## config.mk

```make
export PLATFORM = sky130hd
export DESIGN_NAME = switch_debouncer_flat
export DESIGN_NICKNAME = d
export VERILOG_FILES = /design/src/rtl/switch_debouncer_if.sv /design/src/rtl/switch_debouncer.sv /design/src/flat_wrapper.sv
export SDC_FILE = /design/constraint.sdc
export NUM_CORES = 1
export LEC_CHECK = 0
export ABC_AREA = 0
export BUFFER_PORTS_ARGS = -buffer_cell sky130_fd_sc_hd__buf_2
export CELL_PAD_IN_SITES_DETAIL_PLACEMENT = 0
export CELL_PAD_IN_SITES_GLOBAL_PLACEMENT = 2
export CORE_ASPECT_RATIO = 0.8
export CORE_MARGIN = 2
export CORE_UTILIZATION = 40
export CTS_CLUSTER_DIAMETER = 80
export CTS_CLUSTER_SIZE = 28
export DETAILED_ROUTE_END_ITERATION = 6
export GPL_TIMING_DRIVEN = 0
export MAX_ROUTING_LAYER = met4
export PLACE_DENSITY_LB_ADDON = 0.1
export SETUP_SLACK_MARGIN = 0.02
export SYNTH_ARGS = -nofsm -noshare
export SYNTH_HDL_FRONTEND = slang
export SYNTH_SLANG_ARGS = --single-unit
```

## constraint.sdc

```tcl
create_clock -name clk -period 2.08 [get_ports clk]
set_clock_uncertainty 0.2 [all_clocks]
set_input_delay 0.208 -clock clk [delete_from_list [all_inputs] [get_ports clk]]
set_output_delay 0.208 -clock clk [all_outputs]
set_load 0.005 [all_outputs]
```

## src/rtl/switch_debouncer_if.sv

```systemverilog
// Bundle for the switch conditioning stage: the raw pin levels going in and
// the clean levels, change pulses and settled flag coming out.
interface switch_debouncer_if #(
  parameter int N_SW = 3
);
  logic [N_SW-1:0] sw_raw;
  logic [N_SW-1:0] sw_db;
  logic [N_SW-1:0] sw_chg;
  logic            all_stable;

  modport master (output sw_raw, input sw_db, sw_chg, all_stable);
  modport slave  (input sw_raw, output sw_db, sw_chg, all_stable);
endinterface

```

## src/rtl/switch_debouncer.sv

```systemverilog
// Per-channel synchroniser plus bounce filter for the SWITCH x1/x2/x3 inputs;
// a channel's debounced level only follows a synchronised level held long enough.
module switch_debouncer_lane #(
  parameter int STABLE_CYCLES = 50000,
  parameter int CNT_W         = 16
) (
  input  logic clk,
  input  logic rst_n,
  input  logic raw_i,
  output logic db_o,
  output logic chg_o,
  output logic counting_o
);
  typedef enum logic {IDLE, COUNT} state_e;

  localparam logic [CNT_W-1:0] LAST = CNT_W'(STABLE_CYCLES - 1);

  state_e           state_q, state_d;
  logic [CNT_W-1:0] cnt_q, cnt_d;
  logic             sync1_q, sync2_q;
  logic             db_q, db_d;
  logic             chg_q, chg_d;

  always_ff @(posedge clk or negedge rst_n) begin
    if (!rst_n) begin
      sync1_q <= 1'b0;
      sync2_q <= 1'b0;
      state_q <= IDLE;
      cnt_q   <= '0;
      db_q    <= 1'b0;
      chg_q   <= 1'b0;
    end else begin
      sync1_q <= raw_i;
      sync2_q <= sync1_q;
      state_q <= state_d;
      cnt_q   <= cnt_d;
      db_q    <= db_d;
      chg_q   <= chg_d;
    end
  end

  always_comb begin
    state_d = state_q;
    cnt_d   = cnt_q;
    db_d    = db_q;
    chg_d   = 1'b0;
    unique case (state_q)
      IDLE: begin
        cnt_d = '0;
        if (sync2_q != db_q) begin
          state_d = COUNT;
          cnt_d   = CNT_W'(1);
        end
      end
      COUNT: begin
        // A single matching sample is a bounce: qualification restarts.
        if (sync2_q == db_q) begin
          state_d = IDLE;
          cnt_d   = '0;
        end else if (cnt_q == LAST) begin
          state_d = IDLE;
          cnt_d   = '0;
          db_d    = sync2_q;
          chg_d   = 1'b1;
        end else begin
          cnt_d = cnt_q + CNT_W'(1);
        end
      end
      default: begin
        state_d = IDLE;
        cnt_d   = '0;
      end
    endcase
  end

  assign db_o       = db_q;
  assign chg_o      = chg_q;
  // Next-state view so the settled flag reflects the state after this edge.
  assign counting_o = (state_d == COUNT);
endmodule

module switch_debouncer #(
  parameter int N_SW          = 3,
  parameter int STABLE_CYCLES = 50000,
  parameter int CNT_W         = 16
) (
  input logic          clk,
  input logic          rst_n,
  switch_debouncer_if.slave sw
);
  localparam longint CNT_MAX = (64'd1 << CNT_W) - 64'd1;

  generate
    if (STABLE_CYCLES < 2 || longint'(STABLE_CYCLES) > CNT_MAX) begin : g_bad_cfg
      $error("switch_debouncer: STABLE_CYCLES out of range for CNT_W");
    end
  endgenerate

  logic [N_SW-1:0] raw_w, db_w, chg_w, counting_w;
  logic            all_stable_q;

  assign raw_w = sw.sw_raw;

  switch_debouncer_lane #(
    .STABLE_CYCLES(STABLE_CYCLES),
    .CNT_W        (CNT_W)
  ) u_lane [N_SW-1:0] (
    .clk       (clk),
    .rst_n     (rst_n),
    .raw_i     (raw_w),
    .db_o      (db_w),
    .chg_o     (chg_w),
    .counting_o(counting_w)
  );

  always_ff @(posedge clk or negedge rst_n) begin
    if (!rst_n) all_stable_q <= 1'b1;
    else        all_stable_q <= ~|counting_w;
  end

  assign sw.sw_db      = db_w;
  assign sw.sw_chg     = chg_w;
  assign sw.all_stable = all_stable_q;
endmodule

```

## src/flat_wrapper.sv

```systemverilog
// flat-port wrapper written by rule: the top's interface ports become plain ports
module switch_debouncer_flat 
#(
  parameter int N_SW          = 3,
  parameter int STABLE_CYCLES = 50000,
  parameter int CNT_W         = 16
)
  (clk, rst_n, sw_sw_raw, sw_sw_db, sw_sw_chg, sw_all_stable);
  switch_debouncer_if #(.N_SW(N_SW)) sw_i ();
  input logic clk;
  input logic rst_n;
  input wire logic [$bits(sw_i.sw_raw)-1:0] sw_sw_raw;
  output wire logic [$bits(sw_i.sw_db)-1:0] sw_sw_db;
  output wire logic [$bits(sw_i.sw_chg)-1:0] sw_sw_chg;
  output wire logic [$bits(sw_i.all_stable)-1:0] sw_all_stable;
  assign sw_i.sw_raw = sw_sw_raw;
  assign sw_sw_db = sw_i.sw_db;
  assign sw_sw_chg = sw_i.sw_chg;
  assign sw_all_stable = sw_i.all_stable;
  switch_debouncer #(.N_SW(N_SW), .STABLE_CYCLES(STABLE_CYCLES), .CNT_W(CNT_W)) u_core (.clk(clk), .rst_n(rst_n), .sw(sw_i));
endmodule
```

==> run_results.csv <==
group,metric,value,unit
run_status,run_status,"finished, final reports clean",
setup_path,slowest_stage,"dfrtp_1",
layout,post-route-cell-area,3510,sq um
logic_synthesis,postSynthNetCount,292,
setup_path,category_of_the_worst_setup_path_capture_point,"flip-flop",
placement,port_buffers,11,
clock_tree,cts-root-buf,"clkbuf_8",
detailed_routing,drtAntennaViolNets,0,
clock_tree,clock_path_buffers,2,
floorplan,placementRows,27,
placement,postPlaceCellArea,3098,sq um
sta,fin_crit,1978,ps
detailed_routing,met2_length,2.658,mm
setup_path,required,2100,ps
setup_path,setup.reg_to_reg.worst_slack,100,ps
detailed_routing,drt-wirelength-per-cell,14.25,um
detailed_routing,routed-via-count,2053,
sta,timing.final.max_slew_violations,0,
layout,area_delta_synth_final,19.72,%
global_routing,pin_count_of_the_biggest_net_entering_global_routing,65,
detailed_routing,drcViolationCount,0,
clock_tree,cts.htree.levels,3,
min_path,worstHoldStart,"u_core.u_lane[2].sync1_q$_DFF_PN0_",
floorplan,die_width,99.72,um
logic_synthesis,mean_cell_area_of_the_mapped_netlist,10.32,sq um
layout,final-seq-area,1605,sq um
sta,fin_tns_setup,0,ps
setup_path,max_fo_critical_path,3,
setup_path,critical_path.max_stage_delay,420,ps
sta,worst_slew_margin_rel,0.4743,
logic_synthesis,postSynthCellCount,284,
layout,antenna_cells_inserted,0,
sta,hold_viol_final,0,
clock_tree,clock_latency,340,ps
sta,report.final.setup_viol,0,
layout,layout.core_utilization,0.5019,
power,total_power,2.526,mW
setup_path,regToRegStartpoint,"u_core.u_lane[1].cnt_q[13]$_DFF_PN0_",
floorplan,design.die.area,8034,sq um
setup_path,startpoint,"u_core.u_lane[1].cnt_q[13]$_DFF_PN0_",
run,maxCapViolCount,0,
clock_tree,tritoncts,"yes",
power,power-per-cell-area,719.7,nW/um^2
detailed_routing,met1Wirelength,2.969,mm
detailed_routing,route.final.wire_length,5.843,mm
setup_path,critical-path-top-delay-family,"simple AND/OR/NAND/NOR gates",
power,power.ir.vdd_worst,0.0004370,V
detailed_routing,routed.top_layer,"met4",
floorplan,num_io_pins,12,
setup_path,critPathKind,"flip-flop to flip-flop",
layout,fillCellCount,653,
logic_synthesis,post_synth_num_cell_types,28,
placement,globalplace.congestion,0.7249,
power,total_leakage_power,1.424,nW
layout,nNetsFinal,326,
global_routing,first_global_vias,2024,
global_routing,antenna_violations_before_repair,0,
setup_path,timing.critical_path.from_type,"flip-flop",
clock_tree,cts.sinks,64,
sta,grt_setup_unrepaired,"no",
sta,hold_slack,151.9,ps
logic_synthesis,yosys_warnings,0,
global_routing,grt_overflow,0,
setup_path,cp_data_arrival_time,2000,ps
detailed_routing,drt_first_iter_violations,107,
detailed_routing,total_iterations_of_the_first_detailed_routing_run,4,
global_routing,global_route_wire_length_before_repair,9.901,mm
placement,dp_hpwl,3.596,mm
logic_synthesis,flop_and_latch_count_out_of_synthesis,64,
setup_path,critical_path_buf_inv_count,1,
detailed_routing,post_drt_via_cell_ratio,5.007,
floorplan,die_y,80.57,um
logic_synthesis,synth_sequential_area_ratio,0.5467,
clock_tree,worst_setup_hold_path_clk_slew,70,ps
clock_tree,cts_inserted_buffers,9,
sta,layout_worst_path_cycle_share,0.9512,
layout,multiInputGateArea,1330,sq um
min_path,hold_path_class,"flip-flop to flip-flop",
sta,worst-slew-pin-transition,788.5,ps
detailed_routing,route.met3.wl,190,um
logic_synthesis,cell_area_after_synthesis,2932,sq um
floorplan,start_util,0.4192,
setup_path,crit_path_cell_trace,"nor4bb_2 > nand4b_1 > buf_4 > nor2_1 > mux2_2",
global_routing,grt_usage,0.1663,
floorplan,placeableCoreArea,6993,sq um
sta,max_clock_freq,0.5054,GHz
layout,drive_gt1_frac,0.1889,
-- cell usage in the layout (no fill, tap or decap), types with 3 or more instances in the layout --
cell	n
clkbuf_8	9
nand3_1	13
dlygate4sd3_1	4
inv_1	12
nor3_1	11
mux2_2	3
nor4bb_1	4
nand4_1	10
xor2_1	10
nand2_1	19
xnor2_1	34
o21ai_0	3
nand3_4	5
clkinv_2	3
buf_2	10
nor4_1	12
nor2_1	54
dfrtp_1	61
buf_4	16
and3_1	3
-- where the power goes --
| group | switching [mW] | total [mW] | internal [mW] |
|---|---|---|---|
| clock | 0.504 | 1.06 | 0.555 |
| combinational | 0.0964 | 0.155 | 0.0585 |
| sequential | 0.0336 | 1.31 | 1.28 |
| total | 0.634 | 2.53 | 1.89 |
-- stage by stage --
stage / cells / setup slack (ps)
after floorplan: 284 / 267.7
after global placement: 382 / -238.1
after detailed placement: 382 / -236.1
after CTS: 404 / 25.10
after global routing: 410 / 17.11
final: 410 / 101.5
-- what timing repair did --
action                                  4_1_cts  5_1_grt
buffers inserted                              2        6
hold buffers                                  4        0
hold endpoints to repair                     66        0
endpoints found under the setup margin       33       32
gates resized for setup                       6       16
pin swaps                                     0        5
-- cells in the mapped netlist --
cell | n | area, sq um
dfrtp_1 | 63 | 1577
nor2_1 | 54 | 202.7
xnor2_1 | 34 | 297.8
nand2_1 | 19 | 71.32
nand3_1 | 18 | 90.09
inv_1 | 12 | 45.04
nor4_1 | 12 | 75.07
nor3_1 | 11 | 55.05
nand4_1 | 10 | 62.56
xor2_1 | 10 | 87.58
buf_4 | 6 | 45.04
nor4bb_1 | 6 | 60.06
and3_1 | 3 | 18.77
buf_2 | 3 | 15.01
ha_1 | 3 | 37.54
mux2_2 | 3 | 33.78
nor4b_1 | 3 | 26.28
o21ai_0 | 3 | 15.01
nand4b_1 | 2 | 17.52
a21oi_1 | 1 | 5.000
and4_1 | 1 | 8.760
and4b_1 | 1 | 10.01
dfstp_2 | 1 | 26.28
nand4_4 | 1 | 21.27
nor2b_1 | 1 | 6.260
o31ai_1 | 1 | 7.510
or2_0 | 1 | 6.260
or4_1 | 1 | 7.510
-- cell families after synthesis --
kind of cell	count (synthesis)	share of synthesized area
fa+ha+maj	3	0.01281
xor+xnor	44	0.1315
compound gates	5	0.009387
buf+inv	21	0.03585
flops	64	0.5467
simple gates	144	0.2522
mux	3	0.01152
-- path summary, 6_finish.rpt --
kind / endpoint / depth (start not counted)
max: u_core.u_lane[1].db_o$_DFFE_PN0P_ / 5
min: u_core.u_lane[2].sync2_q$_DFF_PN0_ / 0
max reg2reg: u_core.u_lane[1].db_o$_DFFE_PN0P_ / 5
min reg2reg: u_core.u_lane[2].sync2_q$_DFF_PN0_ / 0
max in group asynchronous: u_core.u_lane[1].cnt_q[4]$_DFF_PN0_ / 2
min in group asynchronous: u_core.u_lane[0].cnt_q[7]$_DFF_PN0_ / 2
-- registers in the layout, indices dropped and copies added, names as in the netlist --
| name | count |
|---|---|
| u_core.u_lane.db_o | 3 |
| u_core.u_lane.sync1_q | 3 |
| u_core.u_lane.state_q | 3 |
| u_core.u_lane.sync2_q | 3 |
| u_core.sw.all_stable | 1 |
| u_core.u_lane.chg_o | 3 |
| u_core.u_lane.cnt_q | 48 |
-- final cells by class --
cell class	instances	share of cell area
Sequential cell	64	0.4574
Multi-Input combinational cell	199	0.3790
Timing Repair Buffer	23	0.04492
Clock buffer	9	0.03529
Tap cell	87	0.03102
Clock inverter	7	0.02032
Buffer	9	0.01925
Inverter	12	0.01283
-- routing by layer --
| metal | track usage | vias to the layer above |
|---|---|---|
| li1 | - | 1036 |
| met1 | 0.2263 | 985 |
| met2 | 0.2331 | 30 |
| met3 | 0.05483 | 2 |
| met4 | 0.05753 | 0 |
| met5 | - | - |
-- worst register-to-register path, delay by kind of cell, from the launching register on --
family,cells,cell delay (ps)
and+or+nand+nor,3,710
DFF,1,420
muxes,1,340
buffers and inverters,1,210
No activity file was read; power rests on OpenSTA's default activity.
